--- src/rtl/cache_types_pkg.sv ---
// Shared types and field widths for the direct-mapped write-back L1 cache controller.
package cache_types_pkg;

  typedef enum logic [1:0] {
    IDLE      = 2'd0,
    COMPARE   = 2'd1,
    WRITEBACK = 2'd2,
    ALLOCATE  = 2'd3
  } state_e;

  localparam int TAG_W      = 24;
  localparam int IDX_W      = 3;
  localparam int OFF_W      = 5;
  localparam int LINE_BYTES = 32;

  localparam logic FILL_CPU = 1'b0;
  localparam logic FILL_MEM = 1'b1;

endpackage

--- src/rtl/cache_meta.sv ---
// Per-set valid/dirty/tag storage with combinational read and independent tag and dirty writes.
module cache_meta
  import cache_types_pkg::*;
#(
  parameter int NUM_SETS = 8
) (
  input  logic             clk,
  input  logic             rst,
  input  logic [IDX_W-1:0] idx_i,
  input  logic             tag_we_i,
  input  logic [TAG_W-1:0] tag_wdata_i,
  input  logic             dirty_we_i,
  input  logic             dirty_wdata_i,
  output logic             valid_o,
  output logic             dirty_o,
  output logic [TAG_W-1:0] tag_o
);

  logic             valid_q [NUM_SETS];
  logic             dirty_q [NUM_SETS];
  logic [TAG_W-1:0] tag_q   [NUM_SETS];
  logic [NUM_SETS-1:0] tag_sel;
  logic [NUM_SETS-1:0] dirty_sel;

  for (genvar gi = 0; gi < NUM_SETS; gi++) begin : g_sel
    assign tag_sel[gi]   = tag_we_i   && (idx_i == IDX_W'(gi));
    assign dirty_sel[gi] = dirty_we_i && (idx_i == IDX_W'(gi));
  end

  // A tag write also marks the entry valid; dirty is written separately.
  always_ff @(posedge clk) begin
    for (int i = 0; i < NUM_SETS; i++) begin
      if (!rst) begin
        valid_q[i] <= 1'b0;
        dirty_q[i] <= 1'b0;
        tag_q[i]   <= '0;
      end else begin
        if (tag_sel[i]) begin
          tag_q[i]   <= tag_wdata_i;
          valid_q[i] <= 1'b1;
        end
        if (dirty_sel[i]) begin
          dirty_q[i] <= dirty_wdata_i;
        end
      end
    end
  end

  assign valid_o = valid_q[idx_i];
  assign dirty_o = dirty_q[idx_i];
  assign tag_o   = tag_q[idx_i];

endmodule

--- src/rtl/cache_ctrl.sv ---
// Control FSM for the direct-mapped write-back L1: hit handling, dirty-victim writeback, line allocation.
module cache_ctrl
  import cache_types_pkg::*;
#(
  parameter int block_size = 256,
  parameter int num_sets   = 8,
  parameter int ctr_width  = 16
) (
  input  logic                    clk,
  input  logic                    rst,
  input  logic [31:0]             cpu_addr,
  input  logic                    cpu_read,
  input  logic                    cpu_write,
  input  logic [3:0]              cpu_wmask,
  output logic                    cpu_resp,
  output logic                    da_load,
  output logic [IDX_W-1:0]        da_rd_addr,
  output logic [IDX_W-1:0]        da_wr_addr,
  output logic                    da_fill_sel,
  output logic [block_size/8-1:0] da_byte_en,
  output logic [31:0]             mem_addr,
  output logic                    mem_read,
  output logic                    mem_write,
  input  logic                    mem_resp,
  output logic [ctr_width-1:0]    hit_count,
  output logic [ctr_width-1:0]    miss_count
);

  state_e state_q, state_d;
  logic   refill_q, refill_d;
  logic [ctr_width-1:0] hit_q, miss_q;

  logic [TAG_W-1:0] cpu_tag;
  logic [IDX_W-1:0] idx;
  logic [2:0]       word;
  logic             meta_valid, meta_dirty;
  logic [TAG_W-1:0] meta_tag;
  logic             hit;
  logic             tag_we, dirty_we, dirty_wdata;
  logic             hit_inc, miss_inc;
  logic             unused_addr_bits;

  assign cpu_tag          = cpu_addr[31:32-TAG_W];
  assign idx              = cpu_addr[OFF_W+IDX_W-1:OFF_W];
  assign word             = cpu_addr[4:2];
  assign unused_addr_bits = ^cpu_addr[1:0];
  assign da_rd_addr       = idx;
  assign da_wr_addr       = idx;
  assign hit              = meta_valid && (meta_tag == cpu_tag);
  assign hit_count        = hit_q;
  assign miss_count       = miss_q;

  cache_meta #(.NUM_SETS(num_sets)) u_meta (
    .clk           (clk),
    .rst           (rst),
    .idx_i         (idx),
    .tag_we_i      (tag_we),
    .tag_wdata_i   (cpu_tag),
    .dirty_we_i    (dirty_we),
    .dirty_wdata_i (dirty_wdata),
    .valid_o       (meta_valid),
    .dirty_o       (meta_dirty),
    .tag_o         (meta_tag)
  );

  always_ff @(posedge clk) begin
    if (!rst) begin
      state_q  <= IDLE;
      refill_q <= 1'b0;
      hit_q    <= '0;
      miss_q   <= '0;
    end else begin
      state_q  <= state_d;
      refill_q <= refill_d;
      if (hit_inc)  hit_q  <= hit_q + 1'b1;
      if (miss_inc) miss_q <= miss_q + 1'b1;
    end
  end

  always_comb begin
    state_d     = state_q;
    refill_d    = refill_q;
    cpu_resp    = 1'b0;
    da_load     = 1'b0;
    da_fill_sel = FILL_CPU;
    da_byte_en  = '0;
    mem_addr    = '0;
    mem_read    = 1'b0;
    mem_write   = 1'b0;
    tag_we      = 1'b0;
    dirty_we    = 1'b0;
    dirty_wdata = 1'b0;
    hit_inc     = 1'b0;
    miss_inc    = 1'b0;
    case (state_q)
      IDLE: begin
        refill_d = 1'b0;
        if (cpu_read || cpu_write) state_d = COMPARE;
      end
      COMPARE: begin
        if (hit) begin
          // The compare that follows a refill was already counted as a miss.
          cpu_resp = 1'b1;
          hit_inc  = !refill_q;
          refill_d = 1'b0;
          state_d  = IDLE;
          if (cpu_write) begin
            da_load     = 1'b1;
            da_byte_en  = (block_size/8)'(cpu_wmask) << {word, 2'b00};
            dirty_we    = 1'b1;
            dirty_wdata = 1'b1;
          end
        end else begin
          miss_inc = 1'b1;
          state_d  = (meta_valid && meta_dirty) ? WRITEBACK : ALLOCATE;
        end
      end
      WRITEBACK: begin
        mem_write = 1'b1;
        mem_addr  = {meta_tag, idx, {OFF_W{1'b0}}};
        if (mem_resp) begin
          dirty_we = 1'b1;
          state_d  = ALLOCATE;
        end
      end
      ALLOCATE: begin
        mem_read = 1'b1;
        mem_addr = {cpu_tag, idx, {OFF_W{1'b0}}};
        if (mem_resp) begin
          da_load     = 1'b1;
          da_fill_sel = FILL_MEM;
          da_byte_en  = '1;
          tag_we      = 1'b1;
          dirty_we    = 1'b1;
          refill_d    = 1'b1;
          state_d     = COMPARE;
        end
      end
      default: state_d = IDLE;
    endcase
  end

endmodule

--- config.mk ---
export PLATFORM = sky130hd
export DESIGN_NAME = cache_ctrl
export DESIGN_NICKNAME = d
export VERILOG_FILES = /design/src/rtl/cache_types_pkg.sv /design/src/rtl/cache_meta.sv /design/src/rtl/cache_ctrl.sv
export SDC_FILE = /design/constraint.sdc
export NUM_CORES = 1
export LEC_CHECK = 0
export BUFFER_PORTS_ARGS = -buffer_cell sky130_fd_sc_hd__buf_2
export CAP_MARGIN = 10
export CELL_PAD_IN_SITES_DETAIL_PLACEMENT = 0
export CELL_PAD_IN_SITES_GLOBAL_PLACEMENT = 2
export CORE_MARGIN = 2
export CORE_UTILIZATION = 40
export DETAILED_ROUTE_END_ITERATION = 8
export PLACE_DENSITY_LB_ADDON = 0.1
export SYNTH_ARGS = -nofsm -noshare
export SYNTH_HDL_FRONTEND = slang
export SYNTH_HIERARCHICAL = 1
export SYNTH_SLANG_ARGS = --single-unit
--- constraint.sdc ---
create_clock -name clk -period 5.3 [get_ports clk]
set_input_delay 0.795 -clock clk [delete_from_list [all_inputs] [get_ports clk]]
set_output_delay 0.795 -clock clk [all_outputs]
set_load 0.05 [all_outputs]
==> impl_summary.txt, run 1 <==
----------------------------------------------------
[STA]
  Pins over their slew limit ... 0
  RSZ-0062 raised after global routing ... no
  Total of endpoints with negative setup slack in the final report ... 0
  Hold Violations, Final ... 0
  Portion of the clock cycle consumed by the worst path in the final layout ... a little over nine tenths
  Worst slew pin tran ... 1.04 ns
  Headroom to the max-slew limit ... 30.2%
  Post-route minimum period ... approximately 5.0 ns
  Worst hold slack across all endpoints ... between 0.4 and 0.5 ns
  Setup Total Neg Slack ... 0 ns
  Clock Skews ... 0.00950 ns
  Maximum achievable frequency ... ~0.2 GHz

[Die]
  Total die area ... 32,300 µm²
  Horizontal extent of the die ... 180 µm
  CORE AREA ... 30,500 µm²
  Cell Rows ... 64
  Top-level I/O count ... around 150
  Starting density of the core ... 40.5%
  DIE HEIGHT ... 180 µm

[Drt]
  Final antenna-violating net count ... 0
  Routed wirelength normalized by instance count ... 22.3 µm
  Remaining DRCs ... 0
  Detailed-route wire length ... 35.6 mm
  Vias ... 8,834
  Average vias per placed instance ... 5.53
  Wire length on met3 ... around 2.1 mm
  Top routing layer in use ... met5
  Number of optimization iterations in the first detailed-route pass ... 5
  Routed met1 length ... 16.5 mm
  Routed met2 length ... 16.4 mm
  Number of design-rule violations left by the first detailed-router iteration ... 523

[Power]
  Max rail drop VDD ... 0.000253 V
  Proportion of power drawn by combinational gates ... 14.2%
  Leak pwr ... approximately 5.8 nW
  Switch Pwr ... 0.00127 W
  Reg power frac ... a little under half
  Internal Pwr Total ... 0.00347 W
  Fraction of power spent switching nets ... 26.8%
  Pwr per Cell Area ... 324 nW/µm²
  Clock group share of total power ... between 40 and 50%

[Logic synthesis]
  Count of yosys warnings during synthesis ... 6
  Post-synthesis cell count ... 1,021
  Async SR Flop Fraction ... 0%
  Most common flop cell mapped by yosys ... edfxtp_1
  Area of the mapped netlist ... 12,300 µm²
  Synthesized flop and latch total ... between 200 and 250
  Seq/Total Area, Yosys ... around 56%
  Number of enable-type register cells in the synthesized netlist ... 206
  Post-Synthesis Mean Instance Area ... 12.1 µm²
  Number of distinct library cell variants in the gate-level netlist after synthesis ... 67

[Setup path]
  R2r endpoint ... u_meta/dirty_q[0]
  Beginning of the worst register-to-register path ... u_meta/tag_q[2][10]
  Arrival time worst endpoint ... 4.18 ns
  Worst-case register-to-register setup slack ... 1.68 ns
  Required @ worst endpoint ... 4.51 ns
  Type of element capturing the critical path ... output pin
  Cell depth of the worst flop-to-flop path ... 11
  Type of origin of the critical path ... input pin
  Top fanout value on the critical path ... 34
  Crit path kind ... input pin to output pin

[Clocking]
  Cell at the root of the clock tree ... clkbuf_16
  TritonCTS clock tree ... built
  Clock latency on the worst-skew pair ... roughly 0.54 ns
  Number of CTS-inserted buffers ... 28
  Longest Clk Path Bufs ... 3
  Clk sink count ... 243
  Worst-path clk slew ... 0.06 ns
  H-tree Lvls ... 1

[Job]
  Number of max-capacitance violations reported ... 0

[Finish]
  Count of inserted antenna diode cells ... 0
  Most frequent standard cell in the layout excluding fill and tap cells ... edfxtp_1
  Layout Utilization ... 47.9%
  Most frequent cells in the layout ... edfxtp_1, and2_1, buf_2, buf_4, mux2_2
  Area growth, synth to finish ... 18.5%
  Nets@finish ... between 1,000 and 1,500
  Final Cell Area ... about 15,000 µm²
  Proportion of layout cells with a drive suffix above 1 ... between 20 and 30%

[Placement]
  Post-DP HPWL ... approximately 23 mm
  Count of input and output buffers ... 140
  Final estimated routing congestion in global placement ... 0.753
  Total placed instance area ... 13,700 µm²

[Hold path]
  Worst min-delay path category ... flop to flop
  Cell depth of the worst hold path ... 1
  Start point of the worst min-delay path ... u_meta/valid_q[4]
  WHS Endpoint ... u_meta/valid_q[4]

[Outcome]
  Status ... finished clean

[Global routing]
  Wire length of the first global-routing pass ... 54.1 mm
  Pin count of the biggest net entering global routing ... 39
  Initial antenna violation count ... 1
  Remaining global-route overflow ... 0
  GR Util All Layers ... 21.7%
  Vias in the first global route ... 8,771

----------------------------------------------------
## repair_timing
action,in CTS,in global routing
endpoints found under the setup margin,0,2
hold buffers,0,0
buffers inserted,0,0
resized for setup,0,6
## power by group through the flow
stage                     Clock (W)  Sequential [W]  Combinational [W]
after floorplan                   0         0.00221           0.000430
after global placement            0         0.00219           0.000670
after detailed placement          0         0.00220           0.000673
after CTS                   0.00195         0.00216           0.000675
after global routing        0.00203         0.00216           0.000718
final                       0.00191         0.00216           0.000674
## metrics by stage
| step | instances | setup slack [ns] | total power, W |
|---|---|---|---|
| after floorplan | 1025 | 0.235 | 0.00264 |
| after global placement | 1546 | 0.237 | 0.00286 |
| after detailed placement | 1546 | 0.173 | 0.00287 |
| after CTS | 1598 | 0.152 | 0.00479 |
| after global routing | 1598 | 0.0783 | 0.00491 |
| final | 1598 | 0.323 | 0.00474 |
## Yosys cell counts, drive strengths merged, types with 18 or more instances
library cell    n  share of area (%)
edfxtp        206                 50
o31ai          41                2.5
nand4          18               0.91
clkbuf         30               0.93
xnor2          27                1.9
dfxtp          37                6.0
a22o           24                1.7
mux2           46                4.2
and2          199                 10
nand2          39                1.2
mux2i          32                2.6
o21ai          25                1.0
buf            51                2.8
o22ai          35                1.8
a21oi          20               0.81
nor2           39                1.4
## critical path: stages
cell	delay [ns]
buf_6	0.29
buf_4	0.28
buf_4	0.20
mux2i_1	0.09
o2bb2ai_1	0.14
a221oi_1	0.47
xnor2_1	0.21
nand4_1	0.19
buf_4	0.22
nor2_1	0.14
and4_4	0.28
nand2_4	0.20
o31ai_1	0.32
buf_2	0.31
## layout make-up
class                           count  area [µm²]
Clock buffer                       30         729
Clock inverter                     22         183
Fill cell                        2831       15900
Inverter                            9        33.8
Multi-Input combinational cell    692        5040
Sequential cell                   243        6930
Tap cell                          396         495
Timing Repair Buffer              206        1210
## cells by family after synthesis
group | count (synthesis) | share of synthesized area (%)
and+or+nand+nor | 366 | 18.1
adders and majority gates | 7 | 0.709
DFF | 243 | 56.1
xor gates and xnor gates | 31 | 2.20
AOI/OAI and AO/OA | 203 | 11.7
other | 1 | 0.0304
muxes | 80 | 7.15
buffers and inverters | 90 | 3.96
## worst max-delay path by stage
stage / start / end / slack, ns / cells past startpoint
3_3_place_gp: cpu_addr[5] / da_byte_en[29] / 0.24 / 10
5_1_grt: cpu_addr[7] / da_byte_en[29] / 0.08 / 13
2_1_floorplan: cpu_addr[5] / da_byte_en[29] / 0.24 / 12
3_5_place_dp: cpu_addr[5] / da_byte_en[29] / 0.17 / 10
6_report: cpu_addr[6] / da_byte_en[29] / 0.32 / 14
4_1_cts: cpu_addr[5] / da_byte_en[29] / 0.15 / 10
## layer usage
layer	up-vias	GRT usage (%)
met2	268	34.9
li1	4134	-
met3	48	4.01
met5	-	0
met1	4382	30.6
met4	2	5.24
## state kept, by name (all words and copies together), names as in the netlist
| signal | flops |
|---|---|
| u_meta/dirty_q | 8 |
| refill_q | 1 |
| u_meta/tag_q | 192 |
| miss_count | 16 |
| state_q | 2 |
| u_meta/valid_q | 8 |
| hit_count | 16 |
Power figures use the tool's default switching activity.
==> run 2: changes to the inputs <==
--- a/config.mk
+++ b/config.mk
@@ -5,6 +5,7 @@
 export SDC_FILE = /design/constraint.sdc
 export NUM_CORES = 1
 export LEC_CHECK = 0
+export ABC_CLOCK_PERIOD_IN_PS = 5500
 export BUFFER_PORTS_ARGS = -buffer_cell sky130_fd_sc_hd__buf_2
 export CAP_MARGIN = 10
 export CELL_PAD_IN_SITES_DETAIL_PLACEMENT = 0
@@ -12,6 +13,7 @@
 export CORE_MARGIN = 2
 export CORE_UTILIZATION = 40
 export DETAILED_ROUTE_END_ITERATION = 8
+export GPL_TIMING_DRIVEN = 0
 export PLACE_DENSITY_LB_ADDON = 0.1
 export SYNTH_ARGS = -nofsm -noshare
 export SYNTH_HDL_FRONTEND = slang
==> constraint.sdc (replaced) <==
create_clock -name clk -period 5.5 [get_ports clk]
set_input_delay 0.825 -clock clk [delete_from_list [all_inputs] [get_ports clk]]
set_output_delay 0.825 -clock clk [all_outputs]
set_load 0.05 [all_outputs]
==> impl_summary.txt, run 2 (synthesis gave the netlist of run 1 again) <==
----------------------------------------------------
[Global routing]
  Initial antenna violation count ... 0
  Vias in the first global route ... slightly below 9,000
  Wire length of the first global-routing pass ... a little under 60 mm
  Pin count of the biggest net entering global routing ... 21
  GR Util All Layers ... 24.0%
  Remaining global-route overflow ... 0

[Outcome]
  Status ... finished clean

[STA]
  Headroom to the max-slew limit ... 30.7%
  Post-route minimum period ... 5.38 ns
  Portion of the clock cycle consumed by the worst path in the final layout ... 97.9%
  Clock Skews ... approximately 0.014 ns
  Worst slew pin tran ... approximately 1.0 ns
  RSZ-0062 raised after global routing ... no
  Hold Violations, Final ... 0
  Pins over their slew limit ... 0
  Maximum achievable frequency ... 0.186 GHz
  Total of endpoints with negative setup slack in the final report ... 0
  Worst hold slack across all endpoints ... just under 0.5 ns

[Hold path]
  Worst min-delay path category ... flop to flop
  Start point of the worst min-delay path ... miss_count[15]
  Cell depth of the worst hold path ... 2
  WHS Endpoint ... miss_count[15]

[Power]
  Max rail drop VDD ... approximately 0.00022 V
  Pwr per Cell Area ... 316 nW/µm²
  Leak pwr ... 5.83 nW
  Total power after layout ... roughly 0.0047 W

[Setup path]
  Beginning of the worst register-to-register path ... state_q[1]
  Type of origin of the critical path ... input pin
  Required @ worst endpoint ... 4.68 ns
  Crit path kind ... input pin to output pin
  Cell depth of the worst flop-to-flop path ... 9
  Type of element capturing the critical path ... output pin
  R2r endpoint ... u_meta/tag_q[5][11]
  Worst-case register-to-register setup slack ... 1.29 ns
  Arrival time worst endpoint ... 4.56 ns
  Top fanout value on the critical path ... 10

[Drt]
  Routed wirelength normalized by instance count ... 24.1 µm
  Remaining DRCs ... 0
  Number of design-rule violations left by the first detailed-router iteration ... 631
  Vias ... 9,064
  Detailed-route wire length ... between 30 and 40 mm
  Final antenna-violating net count ... 0
  Average vias per placed instance ... 5.59
  Number of optimization iterations in the first detailed-route pass ... 5

[Finish]
  Largest register FFs ... 192
  Biggest register ... u_meta/tag_q
  Proportion of layout cells with a drive suffix above 1 ... 26.4%
  Nets@finish ... 1,253
  Most frequent standard cell in the layout excluding fill and tap cells ... edfxtp_1
  Most frequent cells in the layout ... edfxtp_1, and2_1, buf_2, mux2_2, o31ai_1
  Area growth, synth to finish ... 20.1%
  Final Cell Area ... 14,800 µm²
  Count of inserted antenna diode cells ... 0
  Final Instance Count excl. Fillers ... 1,621

[Clocking]
  Clk sink count ... about 240
  TritonCTS clock tree ... built
  Worst-path clk slew ... 0.06 ns
  Longest Clk Path Bufs ... 3
  Cell at the root of the clock tree ... clkbuf_16
  Clock latency on the worst-skew pair ... between 0.5 and 0.6 ns
  Number of CTS-inserted buffers ... 29
  H-tree Lvls ... 1

[Placement]
  Final estimated routing congestion in global placement ... 0.841
  Post-DP HPWL ... roughly 27 mm
  Total placed instance area ... 13,800 µm²
  Placed Cells incl. Taps ... 1,569
  Count of input and output buffers ... 140

[Die]
  Top-level I/O count ... 148
  DIE HEIGHT ... about 180 µm
  Horizontal extent of the die ... about 180 µm
  CORE AREA ... 30,500 µm²
  Cell Rows ... 64
  Starting density of the core ... 40.5%
  Total die area ... about 32,000 µm²

[Job]
  Number of max-capacitance violations reported ... 0

----------------------------------------------------
## run 2: cell types whose count changed in the layout (fill, tap and decap cells not counted), sizes merged
cell    change
clkbuf     +37
clkinv      -9
buf         -6
bufinv      +2
inv         -1
## run 2: repair_timing
action | 4_1_cts | 5_1_grt
hold buffers | 0 | 0
endpoints found under the setup margin | 33 | 16
pin swaps | 1 | 0
gates resized for setup | 5 | 4
setup buffers | 1 | 0
## run 2: power by group
part	switching (W)	internal (W)
clock	0.000749	0.00120
sequential	0.0000245	0.00205
combinational	0.000474	0.000193
total	0.00125	0.00344
## run 2: how the worst max path moves through the flow
| stage | from | endpoint |
|---|---|---|
| after global placement | state_q[1] | u_meta/tag_q[0][5] |
| final | cpu_addr[5] | da_byte_en[22] |
| after floorplan | cpu_addr[5] | da_byte_en[29] |
| after global routing | cpu_addr[7] | da_byte_en[23] |
| after CTS | cpu_addr[7] | da_byte_en[29] |
| after detailed placement | cpu_addr[5] | da_byte_en[29] |
## run 2: through the flow
stage | setup slack, ns | setup TNS (ns) | utilization [%]
after global placement | -1.50 | -270.51 | 44.4
after detailed placement | -0.339 | -9.05 | 45.4
after global routing | 0.0123 | 0 | 48.6
after CTS | 0.120 | 0 | 48.5
after floorplan | 0.375 | 0 | -
final | 0.118 | 0 | 48.6
## run 2: final cells by class
cell class,count,area [µm²]
clock buffers,37,756
plain buffers,81,462
fillers,2827,15700
multi-input cells,692,5060
clock inverters,14,196
inverters,9,33.8
flip-flops and latches,243,6930
well taps,396,495
repair buffers,149,898
## run 2: layer usage
layer / global-route usage (%) / routed length [µm]
met3: 4.17 / 2620
met5: 1.48 / 69
met2: 39.0 / 18300
met4: 6.50 / 1000
met1: 33.0 / 17100
## run 2: critical path, stage by stage
cell and delay [ns]:
buf_2 0.11, buf_4 0.21, buf_2 0.33, buf_2 0.38, o22ai_1 0.12, a221oi_1 0.43, xnor2_1 0.24, nand4_1 0.36
nor2_1 0.38, and4_4 0.31, nand2_4 0.10, buf_6 0.16, o31ai_1 0.28, buf_2 0.32
